## config.mk

```make
export PLATFORM = sky130hd
export DESIGN_NAME = tm_lif_array
export DESIGN_NICKNAME = d
export VERILOG_FILES = /design/src/rtl/tm_lif_array.sv
export SDC_FILE = /design/constraint.sdc
export NUM_CORES = 1
export LEC_CHECK = 0
export ABC_AREA = 0
export CAP_MARGIN = 20
export CELL_PAD_IN_SITES_DETAIL_PLACEMENT = 0
export CELL_PAD_IN_SITES_GLOBAL_PLACEMENT = 1
export CORE_MARGIN = 2
export CORE_UTILIZATION = 55
export CTS_BUF_LIST = sky130_fd_sc_hd__clkbuf_4
export DETAILED_ROUTE_END_ITERATION = 10
export PLACE_DENSITY = 0.84
export RECOVER_POWER = 50
export SLEW_MARGIN = 20
export SYNTH_ARGS = -nofsm -noshare
export SYNTH_HDL_FRONTEND = slang
export SYNTH_SLANG_ARGS = --single-unit
```

## constraint.sdc

```tcl
create_clock -name clk -period 17.7 [get_ports clk]
set_input_delay 2.655 -clock clk [delete_from_list [all_inputs] [get_ports clk]]
set_output_delay 2.655 -clock clk [all_outputs]
set_load 0.01 [all_outputs]
```

## src/rtl/tm_lif_array.sv

```systemverilog
// tm_lif_array: time-multiplexed array of leaky integrate-and-fire neurons sharing one datapath
module tm_lif_array #(
    parameter int N_NEURONS      = 8,
    parameter int WIDTH          = 8,
    parameter int LEAK_SHIFT     = 1,
    parameter int REFRAC         = 2,
    parameter int DEFAULT_THRESH = 127,
    localparam int IW            = N_NEURONS > 1 ? $clog2(N_NEURONS) : 1
) (
    input  logic                 clk,
    input  logic                 rst_n,
    input  logic [WIDTH-1:0]     current,
    input  logic                 cfg_we,
    input  logic [IW-1:0]        cfg_addr,
    input  logic [WIDTH-1:0]     cfg_thresh,
    output logic [N_NEURONS-1:0] spike,
    output logic [WIDTH-1:0]     state_out,
    output logic [IW-1:0]        upd_idx,
    output logic                 frame_done
);
    localparam int RW = REFRAC > 0 ? $clog2(REFRAC + 1) : 1;

    logic [WIDTH-1:0] v  [N_NEURONS];
    logic [WIDTH-1:0] th [N_NEURONS];
    logic [RW-1:0]    r  [N_NEURONS];
    logic [IW-1:0]    k;
    logic [WIDTH-1:0] vk, leak, sat, nv;
    logic [WIDTH:0]   sum;
    logic             refr, fire;

    // shared datapath: leak, integrate, saturate and threshold the active neuron
    always_comb begin
        vk   = v[k];
        leak = vk - (vk >> LEAK_SHIFT);
        sum  = {1'b0, leak} + {1'b0, current};
        sat  = sum[WIDTH] ? {WIDTH{1'b1}} : sum[WIDTH-1:0];
        refr = r[k] != '0;
        fire = !refr && sat >= th[k];
        nv   = (refr || fire) ? '0 : sat;
    end

    // slot counter, per-neuron state update and threshold programming
    always_ff @(posedge clk) begin
        if (!rst_n) begin
            for (int i = 0; i < N_NEURONS; i++) begin
                v[i]  <= '0;
                r[i]  <= '0;
                th[i] <= WIDTH'(DEFAULT_THRESH);
            end
            k          <= '0;
            spike      <= '0;
            state_out  <= '0;
            upd_idx    <= '0;
            frame_done <= 1'b0;
        end else begin
            k          <= (k == IW'(N_NEURONS - 1)) ? '0 : k + IW'(1);
            v[k]       <= nv;
            r[k]       <= refr ? r[k] - RW'(1) : (fire ? RW'(REFRAC) : r[k]);
            spike[k]   <= fire;
            state_out  <= nv;
            upd_idx    <= k;
            frame_done <= k == IW'(N_NEURONS - 1);
            if (cfg_we && 32'(cfg_addr) < N_NEURONS)
                th[cfg_addr] <= cfg_thresh;
        end
    end
endmodule

```

==> flow_summary.yaml, run 1 <==
cts:
  post_cts_buffers: 0
  htreeDepth: 4
  clk_latency_ns: 0.57
  hold_buffers: 0
  clock_sinks: 167
  root_buffer: "clkbuf_4"
  clockBufferDepth: 2
  clk_pin_slew_ns: 0.13
  cts_tree: "built"
  ctsResizeCount: 0
  cts_buffers: 17
critical_path:
  arrival_ns: 7.74
  reg2reg_depth: 22
  worstSetupPathType: "reg2reg"
  r2r_slack_ns: 10.33
  timing.rr.end: "v[4][2]$_SDFFCE_PN0P_"
  crit_required_ns: 18.08
  cp_max_fo: 58
  worstSetupStartpoint: "k[2]$_SDFF_PP0_"
  worstReg2RegStart: "k[2]$_SDFF_PP0_"
  crit_path_end_kind: "flip-flop"
  endpoint: "v[4][2]$_SDFFCE_PN0P_"
  start_kind: "flip-flop"
final_layout:
  layout.nets: 767
  synthToLayoutAreaGrowth_pct: 9.21
  antennaDiodeCount: 0
  nFillCells: 1190
  drive_gt1_share_pct: 13.0
  final_cell_mix: "144 x edfxtp_1, 59 x nor3_1, 46 x or3_1"
  multiInputGateArea_um2: 3270
  final_common_cell: "edfxtp_1"
  register_area_um2: 4790
sta:
  setup_viol: 0
  fmax_mhz: 136
  post-route-period-util_pct: 41.6
  finalHoldViolations: 0
  setup_tns_ns: 0
  rsz0062_at_grt: "no"
  finalMaxSlewViolations: 0
  tightest_slew_ns: 1.47
  period_needed_ns: 7.37
  maxSlewHeadroom_pct: 2.03
  skew_ns: 0.0229
synth:
  synth_flop_cell: "edfxtp_1"
  synth.net_count: 743
  netlist_area_um2: 8400
  synth-edff-count: 144
  yosysUniqueCellTypes: 60
  synthCells: 694
  async_flop_share_pct: 0
  synth_seq_cells: 167
  yosysTopAreaCell: "edfxtp_1"
  yosys_warnings: 0
  synth_area_leaders: "edfxtp_1 51%, dfxtp_1 5.5%, mux4_2 3.8%, ha_1 3.7%, nor3_1 3.5%"
  yosysSeqAreaShare_pct: 57.0
  synth_top_cell_area_share_pct: 51.5
  avgSynthCellArea_um2: 12.1
route:
  firstDrtPassIters: 5
  wl_per_cell_um: 23.2
  drt-vias-per-instance: 6.43
  drt_iter0_markers: 701
  wl_mm: 21.3
  antenna_left: 0
  vias: 5911
  drc: 0
floorplan:
  die-area_um2: 16300
  rows: 45
  pin_count: 42
  initial_core_util_pct: 55.9
  fp.dieH_um: 128
  fp.coreArea_um2: 15000
  chipWidth_um: 128
run:
  cap_violations: 0
placed_design:
  port_buffers: 41
  gp_congestion: 0.865
  dp_hpwl_mm: 14.1
grt:
  grt_pass1_vias: 5874
  antenna_found_initial: 0
  grt_pass1_wl_mm: 33.5
  grtUsageTotal_pct: 27.4
  grt_max_degree: 59
  gr-total-overflow: 0
min_path:
  hold_path_class: "reg2reg"
status:
  status: "completed"
Yosys cell counts, drive strengths merged, types with 10 or more instances:
library cell,n
edfxtp,144
nor3,59
or3,46
nand2,39
nor2,35
o21ai,34
clkbuf,29
a21oi,27
ha,25
buf,24
dfxtp,23
mux2i,22
or2,19
nand3,15
mux4,14
inv,13
nor2b,11
mux2,10
registers in the layout, indices dropped and copies added (netlist names):
register    cells
state_out       8
frame_done      1
upd_idx         3
k               3
r              16
v              64
spike           8
th             64
layout make-up:
class	instances	share of cell area (%)
flip-flops and latches	167	52.2
multi-input cells	460	35.7
repair buffers	58	5.50
well taps	188	2.57
clock inverters	14	1.96
clock buffers	18	1.47
inverters	14	0.573
critical path, stage by stage, from the launching register on:
cell,delay [ns]
dfxtp_2,0.33
buf_4,0.52
nor2b_1,0.28
a22oi_1,0.27
nor2_1,0.06
a211oi_1,0.50
ha_1,0.34
nor2b_1,0.13
o21ai_0,0.17
a21oi_1,0.12
o41ai_1,0.33
xnor2_1,0.11
ha_1,0.36
a21oi_1,0.72
o221ai_1,0.26
nor2_1,0.58
inv_1,0.10
ha_1,0.33
and2_1,0.13
o21ai_0,0.30
o21a_1,0.46
o21ai_1,0.43
nor3_1,0.32
routing by layer:
layer | share of wire, % | up-vias | wire length (um) | track usage, %
li1 | - | 2682 | - | -
met1 | 42 | 2937 | 8890 | 37.4
met5 | 0 | - | 0 | 0
met3 | 6.2 | 37 | 1320 | 5.40
met2 | 50 | 255 | 10600 | 45.1
met4 | 2.3 | 0 | 497 | 7.89
kinds of logic after synthesis:
| family | after synthesis | share of synthesized area [%] |
|---|---|---|
| adder cells (fa/ha/maj) | 27 | 4.20 |
| AND/OR/NAND/NOR | 255 | 15.8 |
| multiplexers | 46 | 7.76 |
| XOR/XNOR | 9 | 0.939 |
| AO/OA/AOI/OAI | 123 | 10.1 |
| buffers and inverters | 67 | 4.23 |
| flip-flops | 167 | 57.0 |
worst min path at each step:
stage                                     start                     to  slack (ns)  cells after the start
after global routing      spike[6]$_SDFFE_PN0P_  spike[6]$_SDFFE_PN0P_        0.52                      2
final                     spike[6]$_SDFFE_PN0P_  spike[6]$_SDFFE_PN0P_        0.49                      2
after CTS                 spike[6]$_SDFFE_PN0P_  spike[6]$_SDFFE_PN0P_        0.50                      2
after floorplan           spike[0]$_SDFFE_PN0P_  spike[0]$_SDFFE_PN0P_        0.49                      2
after global placement    spike[6]$_SDFFE_PN0P_  spike[6]$_SDFFE_PN0P_        0.47                      2
after detailed placement  spike[3]$_SDFFE_PN0P_  spike[3]$_SDFFE_PN0P_        0.47                      2
per-stage QoR:
step,instances,setup WS (ns),area [um2],hold slack (ns),util (%)
6_report,919,10.33,9170,0.490,61.0
5_1_grt,919,9.72,9170,0.515,61.0
3_3_place_gp,887,10.65,8880,0.472,59.1
3_5_place_dp,887,10.42,8880,0.474,59.1
4_1_cts,919,10.37,9190,0.499,61.2
2_1_floorplan,694,11.72,8400,0.494,-
Power of run 1 is left out: the tool's default activity adds up to more than one toggle a clock period on the data nets, which glitch-free logic cannot reach.
==> inputs of run 2 (changes only) <==
--- a/config.mk
+++ b/config.mk
@@ -10,10 +10,10 @@
 export CELL_PAD_IN_SITES_DETAIL_PLACEMENT = 0
 export CELL_PAD_IN_SITES_GLOBAL_PLACEMENT = 1
 export CORE_MARGIN = 2
-export CORE_UTILIZATION = 55
+export CORE_UTILIZATION = 46
 export CTS_BUF_LIST = sky130_fd_sc_hd__clkbuf_4
 export DETAILED_ROUTE_END_ITERATION = 10
-export PLACE_DENSITY = 0.84
+export PLACE_DENSITY = 0.74
 export RECOVER_POWER = 50
 export SLEW_MARGIN = 20
 export SYNTH_ARGS = -nofsm -noshare
==> constraint.sdc (replaced) <==
create_clock -name clk -period 6.5 [get_ports clk]
set_input_delay 0.975 -clock clk [delete_from_list [all_inputs] [get_ports clk]]
set_output_delay 0.975 -clock clk [all_outputs]
set_load 0.01 [all_outputs]
==> run 2 against run 1 <==
Design area grew 1.0%. Die area increased by 19%. Count of clock-buffer cells in the layout is 1 lower. Clock skew up 0.0089 ns. Wire length is 3.6% higher. Highest routed layer unchanged. Fmax rose by 24%. Core utilization decreased by 9.4 points. Sequential share of layout area decreased by 0.49 points. Largest cell class unchanged. Flip-flop and latch count stayed put. Cell count up 6.0%.
==> flow_summary.yaml, run 2 (synthesis gave the netlist of run 1 again) <==
status:
  status: "completed"
final_layout:
  largestRegisters: "th (64), v (64), r (16)"
  nFillCells: 1595
  layout.nets: 780
  final_cell_mix: "144 x edfxtp_1, 59 x nor3_1, 46 x or3_1"
  final_area_um2: 9260
  synthToLayoutAreaGrowth_pct: 10.3
  final_common_cell: "edfxtp_1"
  drive_gt1_share_pct: 14.7
floorplan:
  chipWidth_um: 139
  fp.dieH_um: 139
  fp.coreArea_um2: 18000
  rows: 49
  pin_count: 42
  initial_core_util_pct: 46.7
  die-area_um2: 19400
critical_path:
  reg2reg_depth: 23
  crit_path_end_kind: "flip-flop"
  worstSetupPathType: "reg2reg"
  crit_required_ns: 6.90
  start_kind: "flip-flop"
  arrival_ns: 6.37
  cp_max_fo: 35
grt:
  grtUsageTotal_pct: 23.4
  grt_max_degree: 41
  antenna_found_initial: 1
  grt_pass1_vias: 5912
  grt_pass1_wl_mm: 34.3
  gr-total-overflow: 0
route:
  drt_iter0_markers: 648
  firstDrtPassIters: 5
  wl_mm: 22.0
  vias: 5908
  wl_per_cell_um: 22.6
  drc: 0
  drt-vias-per-instance: 6.07
  antenna_left: 0
cts:
  cts_tree: "built"
  htreeDepth: 4
  clock_sinks: 167
  cts_buffers: 17
  clk_pin_slew_ns: 0.14
  root_buffer: "clkbuf_4"
  clockBufferDepth: 2
  clk_latency_ns: 0.58
sta:
  finalHoldViolations: 0
  finalMaxSlewViolations: 0
  setup_viol: 0
  tightest_slew_ns: 1.34
  skew_ns: 0.0319
  post-route-period-util_pct: 91.8
  period_needed_ns: 5.96
  maxSlewHeadroom_pct: 10.4
  rsz0062_at_grt: "no"
  hold_slack_ns: 0.494
  setup_tns_ns: 0
  setup_ws_ns: 0.536
  fmax_mhz: 168
placed_design:
  port_buffers: 41
  dp_slack_ns: 0.311
  placed_area_um2: 9030
  dp_hpwl_mm: 14.7
  gp_congestion: 0.815
min_path:
  hold_path_class: "reg2reg"
  holdPathStages: 2
run:
  cap_violations: 0
-- run 2: changes by cell type in the layout (fill, tap and decap cells not counted), moves of 2 or more --
cell             before  now
clkdlybuf4s50_1      25   27
buf_4                 8   21
dlygate4sd3_1        16   14
o21ai_1               2    5
o21ai_0              26   24
bufinv_16             4    1
inv_6                 2    4
clkinv_4              0    2
-- run 2: final timing paths --
| kind | slack, ns | end | from |
|---|---|---|---|
| setup / recovery | 0.54 | v[1][2]$_SDFFCE_PN0P_ | k[1]$_SDFF_PP0_ |
| hold / removal | 0.49 | spike[6]$_SDFFE_PN0P_ | spike[6]$_SDFFE_PN0P_ |
| setup reg to reg | 0.54 | v[1][2]$_SDFFCE_PN0P_ | k[1]$_SDFF_PP0_ |
| hold reg to reg | 0.49 | spike[6]$_SDFFE_PN0P_ | spike[6]$_SDFFE_PN0P_ |
-- run 2: metal layers --
metal  share of wire (%)  vias to the layer above  GRT usage [%]
met5                   0                        -              0
met4                 1.4                        0           6.91
met3                 8.4                       28           5.28
met2                  48                      257           37.2
met1                  43                     2911           32.4
li1                    -                     2712              -
-- run 2: critical path: stages, from the launching register on --
cell	delay, ns
dfxtp_2	0.52
buf_4	0.47
nor2b_1	0.23
nand2_1	0.06
o21ai_0	0.07
nand2b_1	0.09
and3_1	0.21
ha_1	0.34
o21ai_0	0.16
a21oi_1	0.09
o41ai_1	0.37
xnor2_1	0.12
ha_1	0.37
a21oi_1	0.20
nand2_1	0.07
a21o_1	0.18
buf_4	0.17
or2_2	0.31
ha_1	0.32
a21o_1	0.16
a31oi_1	0.20
o21a_1	0.43
o21ai_1	0.35
nor3_1	0.29
-- run 2: through the flow --
step                      cells  utilization (%)
after floorplan             694                -
after global placement      941             50.3
after detailed placement    941             50.3
after CTS                   973             51.7
after global routing        974             51.6
final                       974             51.6
-- run 2: repair_timing --
item | 4_1_cts | 5_1_grt
setup endpoints to repair | 0 | 75
hold buffers | 0 | 0
gates resized for setup | 0 | 3
buffers inserted | 0 | 0
-- run 2: area by class of cell --
type | count | area (um2) | area share [%]
diodes | 1 | 2.50 | 0.0270
multi-input cells | 460 | 3270 | 35.3
repair buffers | 71 | 602 | 6.50
clock inverters | 15 | 126 | 1.36
clock buffers | 17 | 128 | 1.38
flip-flops and latches | 167 | 4790 | 51.7
inverters | 14 | 52.6 | 0.567
well taps | 229 | 287 | 3.09
Power of run 2 is left out for the same reason.
